`config.mk`:
```
export PLATFORM = sky130hd
export DESIGN_NAME = cla_bist
export DESIGN_NICKNAME = d
export VERILOG_FILES = /design/src/rtl/cla_bist_pkg.sv /design/src/rtl/cla_bist_vecgen.sv /design/src/rtl/cla_bist.sv
export SDC_FILE = /design/constraint.sdc
export NUM_CORES = 1
export LEC_CHECK = 0
export ABC_AREA = 1
export CORE_MARGIN = 1
export CORE_UTILIZATION = 50
export DETAILED_ROUTE_END_ITERATION = 8
export GPL_TIMING_DRIVEN = 0
export PLACE_DENSITY_LB_ADDON = 0.25
export SLEW_MARGIN = 20
export SYNTH_ARGS = -nofsm -noshare
export SYNTH_HDL_FRONTEND = slang
export SYNTH_SLANG_ARGS = --single-unit
```
`constraint.sdc`:
```
create_clock -name clk -period 2.9 [get_ports clk]
set_input_delay 0.435 -clock clk [delete_from_list [all_inputs] [get_ports clk]]
set_output_delay 0.435 -clock clk [all_outputs]
set_load 0.05 [all_outputs]
```
`src/rtl/cla_bist_pkg.sv`:
```
// Shared definitions for the carry-lookahead adder self-test (cla_bist).
//   - state_e : sweep FSM state encoding
//   - vec_w   : vector index width for a given operand width (2*WIDTH+1)
//   - sat_inc : saturating increment for a counter of a given width
package cla_bist_pkg;

  typedef enum logic [2:0] {
    StIdle  = 3'd0,
    StApply = 3'd1,
    StWait  = 3'd2,
    StCheck = 3'd3,
    StDone  = 3'd4
  } state_e;

  // One bit per A and B operand bit plus the carry-in.
  function automatic int unsigned vec_w(input int unsigned width);
    return 2 * width + 1;
  endfunction

  // Increment val, sticking at the all-ones value of a width-bit counter (width <= 63).
  function automatic logic [63:0] sat_inc(input logic [63:0] val, input int unsigned width);
    logic [63:0] max_val;
    max_val = (64'd1 << width) - 64'd1;
    return (val >= max_val) ? max_val : val + 64'd1;
  endfunction

endpackage

```
`src/rtl/cla_bist_vecgen.sv`:
```
// Vector counter for the adder sweep.
// Ports:
//   clk, rst_n      : clock, asynchronous active-low reset
//   i_clr           : reset the vector index to 0 (sweep start)
//   i_inc           : advance to the next vector
//   o_v             : current vector index
//   o_last          : index is the final vector (all ones)
//   o_a, o_b, o_cin : operand/carry slices of the current index
module cla_bist_vecgen
  import cla_bist_pkg::*;
#(
  parameter int unsigned WIDTH = 4
) (
  input  logic             clk,
  input  logic             rst_n,
  input  logic             i_clr,
  input  logic             i_inc,
  output logic [2*WIDTH:0] o_v,
  output logic             o_last,
  output logic [WIDTH-1:0] o_a,
  output logic [WIDTH-1:0] o_b,
  output logic             o_cin
);

  localparam int unsigned VEC_W = vec_w(WIDTH);

  logic [VEC_W-1:0] r_v;

  always_ff @(posedge clk or negedge rst_n) begin
    if (!rst_n) begin
      r_v <= '0;
    end else if (i_clr) begin
      r_v <= '0;
    end else if (i_inc) begin
      r_v <= r_v + VEC_W'(1);
    end
  end

  assign o_v    = r_v;
  assign o_last = &r_v;
  assign o_a    = r_v[WIDTH-1:0];
  assign o_b    = r_v[2*WIDTH-1:WIDTH];
  assign o_cin  = r_v[2*WIDTH];

endmodule

```
`src/rtl/cla_bist.sv`:
```
// On-chip exhaustive self-test for a combinational WIDTH-bit carry-lookahead adder.
// Drives every {Cin,B,A} combination, waits SETTLE cycles, compares {Cout,S} against
// the arithmetic sum and counts mismatches (saturating).
// Ports:
//   clk, rst_n          : clock, asynchronous active-low reset
//   start, abort        : begin sweep (IDLE/DONE only) / stop sweep (busy only)
//   A, B, Cin           : registered operands to the adder
//   S, Cout             : adder results
//   busy, done, pass    : status; pass = done with zero errors
//   err_count, vec_idx  : mismatch count, current vector index
// Optional build macro CLA_BIST_FIRST_FAIL_EN adds fail_valid/fail_idx/fail_S/fail_Cout,
// capturing the first mismatching vector of a sweep.
module cla_bist
  import cla_bist_pkg::*;
#(
  parameter int unsigned WIDTH  = 4,
  parameter int unsigned SETTLE = 2,
  parameter int unsigned ERRW   = 16
) (
  input  logic             clk,
  input  logic             rst_n,
  input  logic             start,
  input  logic             abort,
  output logic [WIDTH-1:0] A,
  output logic [WIDTH-1:0] B,
  output logic             Cin,
  input  logic [WIDTH-1:0] S,
  input  logic             Cout,
  output logic             busy,
  output logic             done,
  output logic             pass,
  output logic [ERRW-1:0]  err_count,
  output logic [2*WIDTH:0] vec_idx
`ifdef CLA_BIST_FIRST_FAIL_EN
  ,
  output logic             fail_valid,
  output logic [2*WIDTH:0] fail_idx,
  output logic [WIDTH-1:0] fail_S,
  output logic             fail_Cout
`endif
);

  localparam int unsigned VEC_W = vec_w(WIDTH);
  localparam int unsigned SW    = (SETTLE > 1) ? $clog2(SETTLE) : 1;

  state_e           r_state, w_state_nxt;
  logic [SW-1:0]    r_settle;
  logic [WIDTH-1:0] r_a, r_b;
  logic             r_cin;
  logic [ERRW-1:0]  r_err_count;

  logic             w_vec_clr, w_vec_inc, w_opnd_load, w_opnd_clr, w_sweep_clr, w_check;
  logic [VEC_W-1:0] w_v;
  logic             w_last;
  logic [WIDTH-1:0] w_a, w_b;
  logic             w_cin;
  logic [WIDTH:0]   w_golden;
  logic             w_mismatch;

  cla_bist_vecgen #(
    .WIDTH (WIDTH)
  ) u_vecgen (
    .clk    (clk),
    .rst_n  (rst_n),
    .i_clr  (w_vec_clr),
    .i_inc  (w_vec_inc),
    .o_v    (w_v),
    .o_last (w_last),
    .o_a    (w_a),
    .o_b    (w_b),
    .o_cin  (w_cin)
  );

  // Next state. abort takes priority in every busy state; a vector under CHECK when
  // abort arrives is neither counted nor advanced.
  always_comb begin
    w_state_nxt = r_state;
    w_vec_clr   = 1'b0;
    w_vec_inc   = 1'b0;
    w_opnd_load = 1'b0;
    w_opnd_clr  = 1'b0;
    w_sweep_clr = 1'b0;
    w_check     = 1'b0;
    unique case (r_state)
      StIdle, StDone: begin
        if (start && !abort) begin
          w_state_nxt = StApply;
          w_vec_clr   = 1'b1;
          w_sweep_clr = 1'b1;
        end
      end
      StApply: begin
        if (abort) begin
          w_state_nxt = StIdle;
          w_opnd_clr  = 1'b1;
        end else begin
          w_opnd_load = 1'b1;
          w_state_nxt = StWait;
        end
      end
      StWait: begin
        if (abort) begin
          w_state_nxt = StIdle;
          w_opnd_clr  = 1'b1;
        end else if (r_settle == SW'(SETTLE - 1)) begin
          w_state_nxt = StCheck;
        end
      end
      StCheck: begin
        if (abort) begin
          w_state_nxt = StIdle;
          w_opnd_clr  = 1'b1;
        end else begin
          w_check = 1'b1;
          if (w_last) begin
            w_state_nxt = StDone;
          end else begin
            w_vec_inc   = 1'b1;
            w_state_nxt = StApply;
          end
        end
      end
      default: w_state_nxt = StIdle;
    endcase
  end

  always_ff @(posedge clk or negedge rst_n) begin
    if (!rst_n) begin
      r_state <= StIdle;
    end else begin
      r_state <= w_state_nxt;
    end
  end

  // Counts cycles spent in WAIT; restarts from 0 on every entry.
  always_ff @(posedge clk or negedge rst_n) begin
    if (!rst_n) begin
      r_settle <= '0;
    end else if (r_state != StWait) begin
      r_settle <= '0;
    end else begin
      r_settle <= r_settle + SW'(1);
    end
  end

  always_ff @(posedge clk or negedge rst_n) begin
    if (!rst_n) begin
      r_a   <= '0;
      r_b   <= '0;
      r_cin <= 1'b0;
    end else if (w_opnd_clr) begin
      r_a   <= '0;
      r_b   <= '0;
      r_cin <= 1'b0;
    end else if (w_opnd_load) begin
      r_a   <= w_a;
      r_b   <= w_b;
      r_cin <= w_cin;
    end
  end

  assign w_golden   = {1'b0, r_a} + {1'b0, r_b} + {{WIDTH{1'b0}}, r_cin};
  assign w_mismatch = ({Cout, S} != w_golden);

  always_ff @(posedge clk or negedge rst_n) begin
    if (!rst_n) begin
      r_err_count <= '0;
    end else if (w_sweep_clr) begin
      r_err_count <= '0;
    end else if (w_check && w_mismatch) begin
      r_err_count <= ERRW'(sat_inc(64'(r_err_count), ERRW));
    end
  end

`ifdef CLA_BIST_FIRST_FAIL_EN
  logic             r_fail_valid;
  logic [VEC_W-1:0] r_fail_idx;
  logic [WIDTH-1:0] r_fail_s;
  logic             r_fail_cout;

  always_ff @(posedge clk or negedge rst_n) begin
    if (!rst_n) begin
      r_fail_valid <= 1'b0;
      r_fail_idx   <= '0;
      r_fail_s     <= '0;
      r_fail_cout  <= 1'b0;
    end else if (w_sweep_clr) begin
      r_fail_valid <= 1'b0;
      r_fail_idx   <= '0;
      r_fail_s     <= '0;
      r_fail_cout  <= 1'b0;
    end else if (w_check && w_mismatch && !r_fail_valid) begin
      r_fail_valid <= 1'b1;
      r_fail_idx   <= w_v;
      r_fail_s     <= S;
      r_fail_cout  <= Cout;
    end
  end

  assign fail_valid = r_fail_valid;
  assign fail_idx   = r_fail_idx;
  assign fail_S     = r_fail_s;
  assign fail_Cout  = r_fail_cout;
`endif

  assign A         = r_a;
  assign B         = r_b;
  assign Cin       = r_cin;
  assign busy      = (r_state == StApply) || (r_state == StWait) || (r_state == StCheck);
  assign done      = (r_state == StDone);
  assign pass      = done && (r_err_count == '0);
  assign err_count = r_err_count;
  assign vec_idx   = w_v;

endmodule

```
==> impl_metrics.csv <==
group,metric,value,unit
worst_setup_path,end_kind,"flop",
floorplanning,fp.dieW,71.6,um
final_layout,diodes,0,
yosys,ys_seq_area_share,39.3,%
power_and_ir_drop,seqPwrFrac,41.5,%
run_status,outcome,"finished clean",
worst_setup_path,cp_top_family,"adder cells",
yosys,netlist_top_cells_area,"dfrtp_1 39%, nand3_1 14%, nand2_1 13%, inv_1 7.1%, nor2_1 4.3%",
drt,antenna_left,0,
timing,period_minus_slack,2.65,ns
yosys,yosysWarningCount,0,
power_and_ir_drop,p_clk_share,22.7,%
floorplanning,dieArea,5120,um2
cts,clock_sinks,38,
worst_setup_path,r2r_start,"A[0]$_DFFE_PN0P_",
cts,path_clk_slew,0.08,ns
run,maxCapViolations,0,
grt,antenna_found_initial,0,
drt,finalWirelength,6110,um
grt,track_usage,26.7,%
power_and_ir_drop,power-per-cell-area,490,nW/um2
final_layout,syn2layout_area_growth,25.7,%
grt,grt_pass1_vias,2244,
drt,drt_iter0_markers,149,
placed_design,hpwl,4600,um
timing,rsz0062_at_grt,"false",
drt,wire_per_inst,13.8,um
power_and_ir_drop,intPower,903,uW
yosys,synth_cell_types,30,
placed_design,numPortBuffers,45,
placed_design,gp_congestion,0.887,
power_and_ir_drop,power.total,1.49,mW
floorplanning,pin_count,46,
cts,ctsLongestPathBuffers,2,
cts,root_buffer,"clkbuf_8",
worst_setup_path,cp-startpoint,"A[0]$_DFFE_PN0P_",
worst_setup_path,cp.arrival,2.86,ns
worst_setup_path,worstPathRequired,3.11,ns
floorplanning,initial_core_util,53.8,%
timing,final_max_slew_viol_count,0,
floorplanning,fp-row-count,24,
worst_setup_path,cpPeakStageDelay,0.44,ns
yosys,synth_nets,356,
timing,hold_violations,0,
power_and_ir_drop,sw_frac_of_total,39.5,%
timing,maxSlewHeadroom,63.7,%
cts,holdBufCountCts,0,
timing,final-setup-viol-count,0,
grt,grt_pass1_wl,10600,um
power_and_ir_drop,switching_power,589,uW
drt,vias,2398,
worst_setup_path,crit_path_start_kind,"flop",
grt,grt_max_degree,22,
timing,fmax,0.377,GHz
timing,worst_pin_slew,0.543,ns
power_and_ir_drop,power_leakage,1.47,nW
drt,dr.pass1.iters,4,
timing,tns,0,ns
grt,globalRouteOverflowTotal,0,
yosys,syn_avg_cell_area,7.16,um2
cts,tritoncts,"yes",
worst_setup_path,crit_path_top_delay_cell,"fa_1",
timing,finClkSkew,0.0113,ns
timing,period_share,91.4,%
power_and_ir_drop,peakVddDrop,0.568,mV
worst_setup_path,worstPathMaxFanout,10,
yosys,netlist_area,2420,um2
power_and_ir_drop,combPwrFrac,35.8,%
yosys,synth_top_area_cell,"dfrtp_1",
final_layout,layout.nets,409,
min_path,hold_path_class,"input port to asynchronous set/reset pin",
yosys,synth_seq_cells,38,
floorplanning,coreArea,4500,um2
worst_setup_path,path_buf_inv,3,
drt,vias_per_cell,5.41,
floorplanning,dieHeight,71.6,um
worst_setup_path,path_cells,"inv_1, fa_1, inv_1, fa_1, xnor2_1, nand2_1, nor2_1, nand3_2, nand2_2, buf_4, nand3_1, nand2_1",
yosys,netlist_instances,338,
drt,drc_errors,0,
yosys,synth_top_area_share,39.3,%
cts,numCtsBuffers,5,
cts,clock_latency,0.29,ns
final_layout,drive_above_1_share,5.12,%
worst_setup_path,crit_type,"flop to flop",
cts,h-tree-depth,2,
power groups by stage:
stage               sequential [mW]  combinational (mW)  clock (mW)
floorplan                     0.725               0.258           0
global placement              0.628               0.515           0
detailed placement            0.630               0.532           0
CTS                           0.620               0.536       0.343
global route                  0.627               0.586       0.376
finish                        0.620               0.534       0.338
kinds of logic (layout without fill, tap and decap cells):
| group | count (synthesis) | in the layout | share of synthesized area (%) |
|---|---|---|---|
| compound gates | 25 | 25 | 5.43 |
| xor+xnor | 7 | 7 | 2.53 |
| flops | 38 | 38 | 39.3 |
| buf+inv | 54 | 107 | 8.73 |
| simple gates | 205 | 205 | 38.8 |
| fa+ha+maj | 9 | 9 | 5.27 |
layout make-up:
cell class,instances,area [um2]
Inverter,46,173
Buffer,8,38.8
Clock buffer,7,76.3
Tap cell,52,65.1
Timing Repair Buffer,46,475
Sequential cell,38,951
Fill cell,396,1460
Multi-Input combinational cell,246,1260
worst reg2reg max path, delay by kind of cell, from the launching register on:
family                     cells  cell delay (ns)
buffers and inverters          3             0.38
and+or+nand+nor                6             0.84
xor gates and xnor gates       1             0.19
adders and majority gates      2             0.86
DFF                            1             0.34
cell usage in the layout, fill, tap and decap left out, drive strengths merged, types with 7 or more instances in the layout:
master and n:
clkbuf 11, clkdlybuf4s50 43, dfrtp 38, ha 7, inv 46, nand2 88
nand3 68, nand4 7, nor2 30, nor3 8, o21ai 15
synthesized netlist by cell type:
master	n
xor2_1	2
dfrtp_1	38
fa_1	2
a22oi_1	1
nor3_4	1
clkbuf_1	4
xnor2_1	5
ha_1	7
nand2_4	1
buf_1	1
a21oi_1	6
and2_0	1
inv_1	46
nand2_1	86
o21ai_0	15
nor2_4	1
nand2_2	1
nor4_1	1
nor2_2	1
o22ai_1	3
buf_4	2
buf_2	1
nor3_1	6
or2_2	1
and2_1	1
nor3_2	1
nand3_1	66
nand4_1	7
nor2_1	28
nand3_2	2
worst paths after layout:
kind | endpoint | slack, ns | depth (start not counted)
min in group clk | r_settle$_DFF_PN0_ | 0.41 | 1
worst min register to register | r_settle$_DFF_PN0_ | 0.41 | 1
worst min-delay path | err_count[15]$_DFFE_PN0P_ | 0.10 | 1
worst max register to register | err_count[7]$_DFFE_PN0P_ | 0.25 | 12
max in group asynchronous | A[3]$_DFFE_PN0P_ | 2.34 | 2
worst max-delay path | err_count[7]$_DFFE_PN0P_ | 0.25 | 12
flip-flops by register name, summed over array words and instances, names as in the netlist:
signal	cells
B	4
Cin	1
u_vecgen.o_v	9
r_settle	1
r_state	3
err_count	16
A	4
what timing repair did:
action | in CTS | in global routing
buffers inserted | 0 | 0
resized for setup | 0 | 1
setup endpoints to repair | 0 | 1
routing by layer:
metal	vias up	routed length (um)	GRT usage, %
met2	72	2700	41.5
met1	1121	2990	39.3
met4	0	25	6.10
met3	2	399	4.92
met5	-	0	0
li1	1203	-	-
per-stage QoR:
stage	hold slack (ns)	util, %	cell area, um2	worst slack [ns]	instances
after detailed placement	0.406	65.8	2960	0.234	436
after CTS	0.102	67.5	3040	0.153	443
final	0.102	67.6	3040	0.250	443
after global routing	0.133	67.6	3040	0.0583	443
after global placement	0.399	65.3	2940	0.345	435
after floorplan	0.139	-	2430	0.259	338
(Power assumes the default switching activity.)
